[config.mk]
export PLATFORM = sky130hd
export DESIGN_NAME = ram_dp_sync
export DESIGN_NICKNAME = d
export VERILOG_FILES = /design/src/rtl/ram_dp_sync.sv
export SDC_FILE = /design/constraint.sdc
export NUM_CORES = 1
export LEC_CHECK = 0
export ABC_AREA = 1
export BUFFER_PORTS_ARGS = -buffer_cell sky130_fd_sc_hd__buf_4
export CAP_MARGIN = 10
export CELL_PAD_IN_SITES_DETAIL_PLACEMENT = 0
export CELL_PAD_IN_SITES_GLOBAL_PLACEMENT = 1
export CORE_MARGIN = 1
export CORE_UTILIZATION = 42
export DETAILED_ROUTE_END_ITERATION = 7
export PLACE_DENSITY_LB_ADDON = 0.2
export SYNTH_ARGS = -nofsm -noshare
export SYNTH_HDL_FRONTEND = slang
export SYNTH_SLANG_ARGS = --single-unit
[constraint.sdc]
create_clock -name clk -period 2.1 [get_ports clk]
set_input_delay 0.21 -clock clk [delete_from_list [all_inputs] [get_ports clk]]
set_output_delay 0.21 -clock clk [all_outputs]
set_load 0.005 [all_outputs]
[src/rtl/ram_dp_sync.sv]
// ram_dp_sync: simple dual-port synchronous RAM with byte-lane writes,
// a 1- or 2-cycle registered read path, selectable same-address collision
// behaviour and a sequential zero-fill engine (after reset and on clr).

module ram_dp_sync #(
    parameter int ADDR_WIDTH = 4,
    parameter int DATA_WIDTH = 8,
    parameter int RD_LATENCY = 1,
    parameter int RW_MODE    = 0,
    parameter int INIT_CLEAR = 1
) (
    input  logic                      clk,
    input  logic                      reset_n,
    input  logic                      we,
    input  logic [ADDR_WIDTH-1:0]     waddr,
    input  logic [DATA_WIDTH-1:0]     wdata,
    input  logic [DATA_WIDTH/8-1:0]   wstrb,
    input  logic                      re,
    input  logic [ADDR_WIDTH-1:0]     raddr,
    input  logic                      clr,
    output logic [DATA_WIDTH-1:0]     rdata,
    output logic                      rvalid,
    output logic                      busy
);

    localparam int DEPTH = 2 ** ADDR_WIDTH;
    localparam int NB    = DATA_WIDTH / 8;

    localparam logic [0:0] ST_IDLE  = 1'b0;
    localparam logic [0:0] ST_CLEAR = 1'b1;
    localparam logic [0:0] ST_RESET = (INIT_CLEAR != 0) ? ST_CLEAR : ST_IDLE;

    localparam logic [ADDR_WIDTH-1:0] LAST_ADDR = {ADDR_WIDTH{1'b1}};

    logic [DATA_WIDTH-1:0] r_mem [DEPTH];

    logic [0:0]            r_state;
    logic [ADDR_WIDTH-1:0] r_clrCnt;

    logic                  r_s1Valid;
    logic [DATA_WIDTH-1:0] r_s1Data;

    logic                  w_idle;
    logic                  w_userWe;
    logic                  w_userRe;
    logic                  w_clearWe;
    logic [DATA_WIDTH-1:0] w_mergedWord;
    logic [DATA_WIDTH-1:0] w_readData;

    // User requests only count while no fill is running; the fill write is
    // gated by reset_n so that a held reset never touches the array.
    assign w_idle    = (r_state == ST_IDLE);
    assign w_userWe  = w_idle & we;
    assign w_userRe  = w_idle & re;
    assign w_clearWe = (r_state == ST_CLEAR) & reset_n;
    assign busy      = (r_state == ST_CLEAR);

    // Word at waddr after this cycle's write, used for write-first collisions.
    always_comb begin
        w_mergedWord = r_mem[waddr];
        for (int b = 0; b < NB; b++) begin
            if (wstrb[b]) begin
                w_mergedWord[8*b +: 8] = wdata[8*b +: 8];
            end
        end
    end

    // Read data selection: write-first mode forwards the merged word on a hit.
    always_comb begin
        w_readData = r_mem[raddr];
        if ((RW_MODE != 0) && we && (waddr == raddr)) begin
            w_readData = w_mergedWord;
        end
    end

    // Array update: fill writes zero to the counter's word, otherwise lane writes.
    always_ff @(posedge clk) begin
        if (w_clearWe) begin
            r_mem[r_clrCnt] <= '0;
        end else if (w_userWe) begin
            for (int b = 0; b < NB; b++) begin
                if (wstrb[b]) begin
                    r_mem[waddr][8*b +: 8] <= wdata[8*b +: 8];
                end
            end
        end
    end

    // Controller: IDLE accepts requests and clr; CLEAR walks every word once.
    always_ff @(posedge clk or negedge reset_n) begin
        if (!reset_n) begin
            r_state  <= ST_RESET;
            r_clrCnt <= '0;
        end else begin
            case (r_state)
                ST_IDLE: begin
                    if (clr) begin
                        r_state  <= ST_CLEAR;
                        r_clrCnt <= '0;
                    end
                end
                ST_CLEAR: begin
                    r_clrCnt <= r_clrCnt + 1'b1;
                    if (r_clrCnt == LAST_ADDR) begin
                        r_state <= ST_IDLE;
                    end
                end
                default: begin
                    r_state <= ST_IDLE;
                end
            endcase
        end
    end

    // First read stage: captures the addressed word when a read is accepted.
    always_ff @(posedge clk or negedge reset_n) begin
        if (!reset_n) begin
            r_s1Valid <= 1'b0;
            r_s1Data  <= '0;
        end else begin
            r_s1Valid <= w_userRe;
            if (w_userRe) begin
                r_s1Data <= w_readData;
            end
        end
    end

    generate
        if (RD_LATENCY == 1) begin : gLat1
            assign rdata  = r_s1Data;
            assign rvalid = r_s1Valid;
        end else begin : gLat2
            logic                  r_s2Valid;
            logic [DATA_WIDTH-1:0] r_s2Data;

            // Second read stage: one extra register, data held between results.
            always_ff @(posedge clk or negedge reset_n) begin
                if (!reset_n) begin
                    r_s2Valid <= 1'b0;
                    r_s2Data  <= '0;
                end else begin
                    r_s2Valid <= r_s1Valid;
                    if (r_s1Valid) begin
                        r_s2Data <= r_s1Data;
                    end
                end
            end

            assign rdata  = r_s2Data;
            assign rvalid = r_s2Valid;
        end
    endgenerate

endmodule

# After elaboration in Yosys (flattened, before gate mapping)
# Memories as Yosys holds them, arrays and structs flattened. A register that Yosys moved wholly into a read port is not among the register bits.
# Index checks and enable logic that the tools add are counted.
# word_totals
ff_bits	6
ramBits	128
inputBits	22
output_inout_bits	10
word_cells	27
mem_count	1
# classes
add_sub_neg	1
n_eq_ne	2
mux	14
n_bitwise	4
n_reduce_logical	2
# mem_list
name	depth	width	read_ports	rd_ports_with_merged_regs	write_ports	line_no	source
r_mem	16	8	1	1	1	35	logic [DATA_WIDTH-1:0] r_mem [DEPTH];
# op_table
operator	count
$mux W1	9
$mux W4	2
$mux W8	1
$pmux W4 S2	1
$reduce_or A8 Y1	1
$add A4 B1 Y4 const B	1
$eq A4 B4 Y1 const B	1
$and A1 B1 Y1	3
$ne A2 B2 Y1 const B	1
$pmux W1 S2	1
$logic_not A1 Y1	1
$not A1 Y1	1

# Logic depth before layout (Yosys ltp)
# Gate-level depths: netlist of the first run.
# logic_depth
ltp_word	7
depth_mapped	10
depth_no_buf	9

# Least setup slack after synthesis of the first run
# Ideal clock, no wire load.
# synth_path
path_kind	register to register
startpoint	register r_state (netlist: busy)
endpoint	memory r_mem[2][0], enable pin
setup_ps	383
arrival_time_ps	1718
required_ps	1717
setup_slack_ps	-2
path_stages_with_launch	8
n_path_buf	1
period_less_slack_ps	2102
cell_sequence	dfstp_2 > inv_2 > nand3_4 > buf_8 > nand2_4 > o21ai_2 > nand2_2 > nor3_1
# synth_between
elab_chain_cells	7
word_cells_on_any_way	11
cone_classes	7 x mux; 3 x bitwise; 1 x reduce/logical
# synth_rtl
item	line_no	source
start, declared	37	logic [0:0] r_state;
start signal, assigned	92	r_state <= ST_RESET;
start signal, assigned	98	r_state <= ST_CLEAR;
start signal, assigned	105	r_state <= ST_IDLE;
$not A1 Y1	--	
$and A1 B1 Y1	53	assign w_userWe = w_idle & we;
$mux W1	80	end else if (w_userWe) begin
$mux W1	78	if (w_clearWe) begin
$mux W1 (not written as such)	83	r_mem[waddr][8*b +: 8] <= wdata[8*b +: 8];
$reduce_or A8 Y1 (no source line)	--	
$mux W4 (no source line) / $mux W1 (equally long branches)	--	
end, declared	35	
# Parallel ways exist; a longest one is shown, timed or not.

# Worst setup path in the final report of the first run
# layout_path
startpoint	register r_state (netlist: busy)
endpoint	memory r_mem[8][3], enable pin
# Same word-level chain as after synthesis.

==> summary.txt, run 1 <==
Floorplanning
  • Die X: 121 µm
  • IO Pins: 32
  • Num rows: 43
  • Die Height: 121 µm
  • Initial Util: 0.429
  • Die area: 0.0147 mm²
  • CORE AREA: 0.0139 mm²

STA
  • Period utilization: 0.866
  • Max transition margin: 0.620
  • FMAX: 550 MHz
  • Fin. max-slew vios: 0
  • Final hold slack: 0.109 ns
  • RSZ-0062 raised after global routing: no
  • Post-route setup slack: 0.282 ns
  • Final setup vio count: 0
  • Final hold vios: 0
  • Fin crit period: 1.82 ns
  • Worst Max-Slew Pin Slew: 0.567 ns
  • Clock skew: 0.00581 ns
  • Setup_tns: 0 ns

Clock network
  • CTS max path bufs: 2
  • H-tree depth: 4
  • CTS tree: yes
  • Post-CTS Setup Repair Bufs: 0
  • Worst-path clk slew: 0.06 ns
  • Clock Latency Late Sink: 0.41 ns
  • Cts bufs inserted: 17
  • Clk root buf: clkbuf_16
  • CTS sink count: 142

Critical path
  • Worst reg2reg startpoint: busy$_DFF_PN1_
  • CP startpoint kind: register
  • R2R depth: 8
  • Crit path to: r_mem[8][3]$_DFFE_PP_
  • RR Endpoint: r_mem[8][3]$_DFFE_PP_
  • R2r setup slk: 0.28 ns
  • CP startpoint: busy$_DFF_PN1_
  • Max FO, Critical Path: 9
  • CP arrival: 1.93 ns
  • Nature of the critical path endpoint: register
  • Crit path required time: 2.21 ns
  • Crit path kind: register to register

Global routing
  • Largest net degree at the start of global routing: 65
  • Congestion Overflow GR: 0
  • Initial antenna violation count: 0
  • GRT Util Overall: 0.207
  • First-pass GRT wire length: 21400 µm
  • Number of global-route vias before repair: 3835

Logic synthesis
  • Post-synth EDFFs: 128
  • Ys async rst share: 0.0986
  • Post-synth cell types: 29
  • Post-Synthesis Cells: 540
  • Register bit total from synthesis: 142
  • Synth warnings: 0
  • Most common cell in the netlist: nand2_1
  • Sequential area share after synthesis: 0.704
  • Top cells by area, synth: edfxtp_1, nand2_1, nand3_1, dfrtp_1, nor2_1
  • Syn_nets: 563
  • Netlist Area Pre-Place: 0.00596 mm²
  • Most used DFF post-synth: edfxtp_1
  • Synth top cells by count: nand2_1, edfxtp_1, nand3_1
  • Cell accounting for the most synthesized area: edfxtp_1
  • Syn Area/Cell: 11.0 µm²
  • Yosys top cell area share: 0.645

Power and ir drop
  • Power Density: 1080 mW/mm²
  • Maximum vdd ir drop: 0.000753 V
  • Leak Pwr: 2.89 nW

Place
  • Dpl ws: 0.138 ns
  • DP HPWL: 9110 µm
  • RD Place Congestion: 0.869
  • IO Port Bufs: 31
  • Placed cells: 760

Cells and area
  • Ant diodes: 0
  • Post-Layout Cell Count: 791
  • Total Nets Final: 623
  • Area Growth Syn to Fin: 18.6%
  • Proportion of layout cells with a drive suffix above 1: 0.170

Routing
  • DRT antenna net count: 0
  • WL final: 14000 µm
  • DRC Markers: 0
  • Initial DRC Count: 296
  • Avg WL per Cell: 17.7 µm
  • Via count: 3979
  • Drt pass-1 iters: 5
  • Vias per std cell: 5.03

Outcome
  • Status: completed

Job
  • Max-cap viol count: 0

Worst hold path
  • Hold Crit Class: primary input to register
-- repair_timing --
item	4_1_cts	5_1_grt
gates resized for setup	0	1
setup endpoints to repair	0	3
hold buffers	1	0
hold endpoints to repair	14	0
-- power breakdown --
part | internal [mW] | leakage (nW) | total, mW | switching (mW)
clock network | 1.58 | 0.244 | 2.61 | 1.03
logic | 0.504 | 1.26 | 1.38 | 0.880
registers | 3.49 | 1.39 | 3.61 | 0.125
-- area by class of cell --
type	instances	area (µm²)
Inverter	26	97.6
Multi-Input combinational cell	347	1530
Clock buffer	19	433
Timing Repair Buffer	66	510
Fill cell	1294	6820
Sequential cell	142	4200
Tap cell	180	225
Clock inverter	11	77.6
-- how the worst min path moves through the flow --
stage	slack (ns)	start	cells past startpoint	to
floorplan	-0.09	reset_n	0	r_clrCnt[0]$_DFFE_PN0P_
global placement	0.07	reset_n	1	rdata[7]$_DFFE_PN0P_
detailed placement	0.08	reset_n	1	rdata[6]$_DFFE_PN0P_
CTS	0.09	clr	4	r_clrCnt[2]$_DFFE_PN0P_
global route	0.12	clr	4	r_clrCnt[2]$_DFFE_PN0P_
finish	0.11	clr	4	r_clrCnt[2]$_DFFE_PN0P_
-- through the flow --
step           area [µm²]   util  total power [mW]
2_1_floorplan        5960      -              4.46
3_3_place_gp         6540  0.471              5.04
3_5_place_dp         6540  0.471              5.06
4_1_cts              7060  0.509              7.67
5_1_grt              7060  0.509              7.96
6_report             7060  0.509              7.61
-- worst max-delay path, cell delays in order (launching register included) --
cell and delay (ns):
dfstp_2 0.53, inv_2 0.07, nand3_4 0.12, o21ai_1 0.09
buf_4 0.14, inv_1 0.10, nand3_2 0.13, nor2_1 0.14
buf_4 0.20
-- sequential cells by signal, indices dropped and copies added, names as in the netlist --
register  flops
rdata         8
rvalid        1
r_clrCnt      4
r_mem       128
busy          1
-- layout by cell type, fill, tap and decap left out, drive strengths merged --
| cell | instances |
|---|---|
| a31oi | 1 |
| clkinvlp | 2 |
| ha | 1 |
| dlygate4sd3 | 1 |
| buf | 65 |
| edfxtp | 128 |
| o21ai | 6 |
| o31ai | 1 |
| dfstp | 1 |
| mux2i | 1 |
| nor3 | 4 |
| dfrtp | 13 |
| nand3 | 101 |
| bufinv | 1 |
| inv | 25 |
| a21oi | 1 |
| nand4 | 1 |
| nand2 | 208 |
| clkbuf | 19 |
| clkinv | 9 |
| nor2 | 22 |
-- metal layers --
layer | routed length, µm | vias to the layer above | GRT usage
met4 | 246 | 0 | 0.0748
met2 | 6850 | 105 | 0.336
li1 | - | 1958 | -
met5 | 0 | - | 0
met1 | 6360 | 1898 | 0.278
met3 | 559 | 18 | 0.0381
-- kinds of logic after synthesis --
kind of cell	after synthesis	share of synthesized area
adders and majority gates	1	0.00210
muxes	1	0.00168
and+or+nand+nor	336	0.242
buffers and inverters	51	0.0410
DFF	142	0.704
AOI/OAI and AO/OA	9	0.00882
Power figures use the tool's default switching activity.
==> run 2: changes to the inputs <==
Settings changed: SETUP_SLACK_MARGIN from default to 0.4.
Clock period 2.1 ns to 1.51 ns, I/O delays scaled along.
==> run 2 against run 1 <==
The flow now finishes with violations (negative setup slack); non-clock buffer count up 25; die area is the same; fmax up 2.7%; clock skew is 0.00096 ns higher; first-iteration DRC count increased by 49%; routed wire length is 9.0% higher; combinational power rose by 120%; flip-flop and latch count is the same; design area grew 13%; clock power increased by 39%; critical endpoint is now r_mem[2][2]$_DFFE_PP_.
==> summary.txt, run 2 (synthesized netlist as in run 1, its figures left out) <==
Critical path
  • Crit-path slowest cell: dfstp_2
  • CP arrival: 1.91 ns (-0.02 ns)
  • Crit path kind: register to register
  • Critical Path Max Stage Delay: 0.55 ns (+0.02 ns)
  • Crit path required time: 1.64 ns (-0.57 ns)
  • R2r setup slk: -0.26 ns (-0.54 ns)
  • Worst reg2reg startpoint: busy$_DFF_PN1_
  • Nature of the critical path endpoint: register
  • CP Cell Sequence: inv_4, nand3_4, o21ai_2, inv_1, nand2_2, nor3_4, buf_12
  • Max FO, Critical Path: 8 (-1)
  • CP startpoint kind: register
  • CP startpoint: busy$_DFF_PN1_

Routing
  • Initial DRC Count: 441 (+49%)
  • DR top layer: met4
  • WL met1: 6560 µm (+3.2%)
  • Drt pass-1 iters: 4 (-1)
  • DRC Markers: 0 (unchanged)
  • Avg WL per Cell: 18.7 µm (+5.3%)
  • Vias per std cell: 5.15 (+2.4%)
  • WL met2: 7200 µm (+5.1%)
  • Via count: 4220 (+6.1%)
  • Met3 WL: 1030 µm (+85%)
  • DRT antenna net count: 0 (unchanged)
  • WL final: 15300 µm (+9.0%)

STA
  • RSZ-0062 raised after global routing: yes
  • Final setup vio count: 256 (+256)
  • Max transition margin: 0.760 (+0.139)
  • Post-route setup slack: -0.260 ns (-0.543 ns)
  • Clock skew: 0.00676 ns (+0.000957 ns)
  • Final hold slack: 0.0360 ns (-0.0732 ns)
  • FMAX: 565 MHz (+2.7%)
  • Period utilization: 1.17 (+0.307)
  • Worst Max-Slew Pin Slew: 0.361 ns (-0.207 ns)
  • Fin. max-slew vios: 0 (unchanged)
  • Final hold vios: 0 (unchanged)
  • Fin crit period: 1.77 ns (-0.0473 ns)

Floorplanning
  • Die X: 121 µm (unchanged)
  • Die Height: 121 µm (unchanged)
  • IO Pins: 32 (unchanged)
  • CORE AREA: 0.0139 mm² (unchanged)
  • Initial Util: 0.429 (unchanged)
  • Num rows: 43 (unchanged)
  • Die area: 0.0147 mm² (unchanged)

Cells and area
  • Post-Layout Cell Count: 819 (+3.5%)
  • Max reg flops: 128 (unchanged)
  • Largest Register: r_mem
  • Ant diodes: 0 (unchanged)
  • Commonest non-fill, non-tap cell in the layout: nand2_1
  • Most frequent cells in the layout: nand2_1, edfxtp_1, nand3_1
  • Reg area: 0.00420 mm² (unchanged)
  • Area Growth Syn to Fin: 34.4%
  • Proportion of layout cells with a drive suffix above 1: 0.275 (+0.105)
  • Total Nets Final: 649 (+4.2%)
  • Area of the multi-input gates: 0.00184 mm² (+20%)
  • Final core occ: 0.577 (+0.0679)
  • Filler instances: 1137 (-12%)

Clock network
  • Clk root buf: clkbuf_16
  • H-tree depth: 4 (unchanged)
  • Cts bufs inserted: 17 (unchanged)
  • CTS tree: yes
  • Clock Latency Late Sink: 0.42 ns (about the same)
  • CTS sink count: 142 (unchanged)
  • CTS max path bufs: 2 (unchanged)
  • Worst-path clk slew: 0.05 ns (about the same)

Global routing
  • Largest net degree at the start of global routing: 65 (unchanged)
  • Congestion Overflow GR: 0 (unchanged)
  • Number of global-route vias before repair: 4147 (+8.1%)
  • GRT Util Overall: 0.230 (+0.0233)
  • Initial antenna violation count: 0 (unchanged)
  • First-pass GRT wire length: 23500 µm (+9.7%)

Power and ir drop
  • Overall power: 11.8 mW (+54%)
  • Maximum vdd ir drop: 0.000871 V (+16%)
  • Power Density: 1470 mW/mm² (+36%)
  • Leak Pwr: 3.21 nW (+11%)

Place
  • Dpl ws: -0.288 ns (-0.425 ns)
  • Placed cells: 765 (+0.66%)
  • IO Port Bufs: 31 (unchanged)
  • RD Place Congestion: 0.811 (-6.7%)
  • DP HPWL: 9530 µm (+4.7%)

Job
  • Max-cap viol count: 0 (unchanged)

Worst hold path
  • Min-delay src: clr
  • Hold Crit Class: primary input to register

Outcome
  • Status: complete, but fails checks
  • Failing checks: negative setup slack
-- run 2: power breakdown --
group	switching [mW]	internal, mW	total [mW]
Clock	1.43	2.21	3.64
Combinational	1.78	1.29	3.07
Sequential	0.189	4.85	5.04
-- run 2: layout make-up --
class                   instances  share of cell area
well taps                     180              0.0281
repair buffers                 91               0.138
clock inverters                11             0.00938
flip-flops and latches        142               0.524
inverters                      26              0.0138
multi-input cells             347               0.229
clock buffers                  21              0.0550
repair inverters                1             0.00203
-- run 2: worst max-delay path, delay by kind of cell (launching register included) --
family	cells	cell delay (ns)
AOI/OAI and AO/OA	1	0.11
DFF	1	0.55
buffers and inverters	3	0.32
and+or+nand+nor	3	0.49
-- run 2: timing repair --
action	CTS	global route
gates resized for setup	63	28
endpoints found under the hold margin	14	0
endpoints found under the setup margin	269	277
gates cloned	9	0
setup buffers	7	5
pin swaps	15	11
hold buffers	1	0
-- run 2: metrics by stage --
stage | area (µm²) | TNS, ns
after floorplan | 6070 | -31.39
after global placement | 6850 | -27.85
after detailed placement | 6850 | -32.76
after CTS | 7860 | -43.04
after global routing | 8010 | -65.77
final | 8010 | -48.22
-- run 2: path summary, 6_finish.rpt --
kind                                           end  cells after the start
setup / recovery             r_mem[2][2]$_DFFE_PP_                      7
hold / removal             r_clrCnt[0]$_DFFE_PN0P_                      4
setup reg to reg             r_mem[2][2]$_DFFE_PP_                      7
hold reg to reg                     busy$_DFF_PN1_                      1
max in group asynchronous           busy$_DFF_PN1_                      3
min in group asynchronous     rdata[5]$_DFFE_PN0P_                      3
-- run 2: layer usage --
metal,up-vias,GRT usage
li1,2020,-
met4,0,0.100
met1,2019,0.290
met5,-,0
met2,151,0.364
met3,30,0.0747
==> run 3: changes to the inputs <==
Settings changed: GPL_TIMING_DRIVEN from default to 0, SKIP_CTS_REPAIR_TIMING from default to 1.
==> run 3 against run 2 <==
The flow still finishes with violations (negative setup slack); combinational power increased by 1%; worst setup slack worse by 0.15 ns; global-route usage shrank 1.0 points; critical path depth increased by 2; worst hold slack worse by 0.0079 ns; flip-flop and latch count unchanged; via count grew 1.2%.
==> summary.txt, run 3 (synthesized netlist as in run 1, its figures left out) <==
Outcome
  • Status: complete, but fails checks
  • Failing checks: negative setup slack

STA
  • Fin crit period: 1.92 ns (+0.153 ns)
  • Final setup vio count: 214 (-16%)
  • Final hold vios: 0 (unchanged)
  • Fin. max-slew vios: 0 (unchanged)
  • Worst Max-Slew Pin Slew: 0.790 ns (+0.430 ns)
  • Max transition margin: 0.471 (-0.288)
  • Clock skew: 0.0105 ns (+0.00378 ns)
  • Period utilization: 1.27 (+0.101)
  • FMAX: 520 MHz (-7.9%)
  • Final hold slack: 0.0281 ns (-0.00788 ns)
  • Setup_tns: -52.95 ns (-4.72 ns)
  • Post-route setup slack: -0.413 ns (-0.153 ns)
  • RSZ-0062 raised after global routing: yes

Global routing
  • Largest net degree at the start of global routing: 17 (-74%)
  • GRT Util Overall: 0.220 (-0.0105)
  • Congestion Overflow GR: 0 (unchanged)
  • Number of global-route vias before repair: 3799 (-8.4%)
  • Initial antenna violation count: 0 (unchanged)
  • First-pass GRT wire length: 22300 µm (-5.0%)

Cells and area
  • Largest Register: r_mem
  • Max reg flops: 128 (unchanged)
  • Area Growth Syn to Fin: 35.1%
  • Proportion of layout cells with a drive suffix above 1: 0.298 (+0.0231)
  • Total Nets Final: 670 (+3.2%)
  • Most frequent cells in the layout: nand2_1, edfxtp_1, nand3_1
  • Commonest non-fill, non-tap cell in the layout: nand2_1
  • Fin area: 0.00805 mm² (+0.55%)
  • Ant diodes: 0 (unchanged)

Place
  • RD Place Congestion: 0.812 (about the same)
  • IO Port Bufs: 28 (-9.7%)
  • Dpl ws: -0.687 ns (-0.399 ns)
  • DP HPWL: 10100 µm (+5.8%)
  • Dpl cell area: 0.00653 mm² (-4.7%)

Floorplanning
  • Initial Util: 0.429 (unchanged)
  • Die Height: 121 µm (unchanged)
  • Die area: 0.0147 mm² (unchanged)
  • IO Pins: 32 (unchanged)
  • Die X: 121 µm (unchanged)
  • CORE AREA: 0.0139 mm² (unchanged)
  • Num rows: 43 (unchanged)

Routing
  • WL final: 16100 µm (+5.5%)
  • Initial DRC Count: 405 (-8.2%)
  • Vias per std cell: 5.08 (-1.3%)
  • DRT antenna net count: 0 (unchanged)
  • Drt pass-1 iters: 5 (+1)
  • Via count: 4271 (+1.2%)
  • Avg WL per Cell: 19.2 µm (+2.9%)
  • DRC Markers: 0 (unchanged)

Critical path
  • Crit path required time: 1.65 ns (about the same)
  • CP startpoint kind: register
  • Buf+Inv Stages, Crit Path: 5 (+2)
  • Nature of the critical path endpoint: register
  • Crit path top cell by count: buf_12
  • Critical Path Max Stage Delay: 0.59 ns (+0.04 ns)
  • CP Cell Sequence: inv_4, nand3_4, buf_12, o21ai_4, inv_2, nand2_2, buf_4, nor3_4, buf_12
  • CP arrival: 2.06 ns (+0.15 ns)
  • RR Endpoint: r_mem[2][1]$_DFFE_PP_
  • R2r setup slk: -0.41 ns (-0.15 ns)
  • R2R depth: 9 (+2)
  • CP startpoint: busy$_DFF_PN1_
  • Crit-path slowest cell: dfstp_2
  • Crit path kind: register to register
  • Max FO, Critical Path: 8 (unchanged)
  • Top delay family on crit path: buffers and inverters
  • Worst reg2reg startpoint: busy$_DFF_PN1_

Clock network
  • Clk root buf: clkbuf_16
  • CTS max path bufs: 2 (unchanged)
  • CTS sink count: 142 (unchanged)
  • Worst-path clk slew: 0.06 ns (about the same)
  • CTS tree: yes
  • Clock Latency Late Sink: 0.42 ns (about the same)
  • Cts bufs inserted: 17 (unchanged)
  • H-tree depth: 4 (unchanged)

Worst hold path
  • Hold endpoint: r_clrCnt[2]$_DFFE_PN0P_
  • Hold path depth: 4 (unchanged)
  • Min-delay src: clr
  • Hold Crit Class: primary input to register

Power and ir drop
  • Overall power: 12.2 mW (+3.8%)
  • Maximum vdd ir drop: 0.000986 V (+13%)
  • Leak Pwr: 3.24 nW (+0.89%)
  • Power Density: 1510 mW/mm² (+3.2%)

Job
  • Max-cap viol count: 0 (unchanged)
==> run 3: cell types whose count changed in the layout (fill, tap and decap cells not counted), moves of 5 or more <==
| cell | change |
|---|---|
| nor2_4 | +5 |
| buf_6 | +5 |
| nand2_4 | -5 |
| buf_2 | +12 |
| buf_16 | -6 |
| buf_12 | -5 |
| buf_4 | +6 |
==> run 3: power by group <==
part / leakage (nW) / switching [mW] / internal [mW] / total, mW
Sequential: 1.39 / 0.203 / 4.85 / 5.05
Combinational: 1.58 / 1.83 / 1.29 / 3.11
Clock: 0.270 / 1.61 / 2.42 / 4.03
==> run 3: layout make-up <==
cell class	count	area [µm²]
clock inverter	15	148
timing repair inverter	1	8.76
fill	1171	5830
clock buffer	17	425
timing repair buffer	87	957
multi-input combinational	347	1830
inverter	26	110
buffer	25	146
tap	180	225
sequential	142	4200
==> run 3: per-layer routing <==
metal | track usage | vias to the layer above | share of wire
met5 | 0 | - | 0
met4 | 0.0995 | 0 | 0.019
met3 | 0.0498 | 23 | 0.067
met2 | 0.338 | 162 | 0.50
met1 | 0.297 | 2031 | 0.42
li1 | - | 2055 | -
==> run 3: per-stage QoR <==
| step | util | std cells |
|---|---|---|
| floorplan | - | 540 |
| global placement | 0.469 | 748 |
| detailed placement | 0.471 | 750 |
| CTS | 0.512 | 782 |
| global route | 0.580 | 840 |
| finish | 0.580 | 840 |
==> run 3: tightest hold or removal path: cells and delay by family <==
family / cells / cell delay [ns]
and+or+nand+nor: 2 / 0.09
AOI/OAI and AO/OA: 1 / 0.06
buffers and inverters: 1 / 0.11
==> run 3: how the worst max path moves through the flow <==
stage                              to  slack [ns]  depth (start not counted)
2_1_floorplan   r_mem[3][0]$_DFFE_PP_       -0.31                          7
3_3_place_gp   r_mem[15][1]$_DFFE_PP_       -0.81                          4
3_5_place_dp    r_mem[6][2]$_DFFE_PP_       -0.69                          4
4_1_cts        r_mem[12][2]$_DFFE_PP_       -0.71                          4
5_1_grt         r_mem[3][3]$_DFFE_PP_       -0.48                          8
6_report        r_mem[2][1]$_DFFE_PP_       -0.41                          9
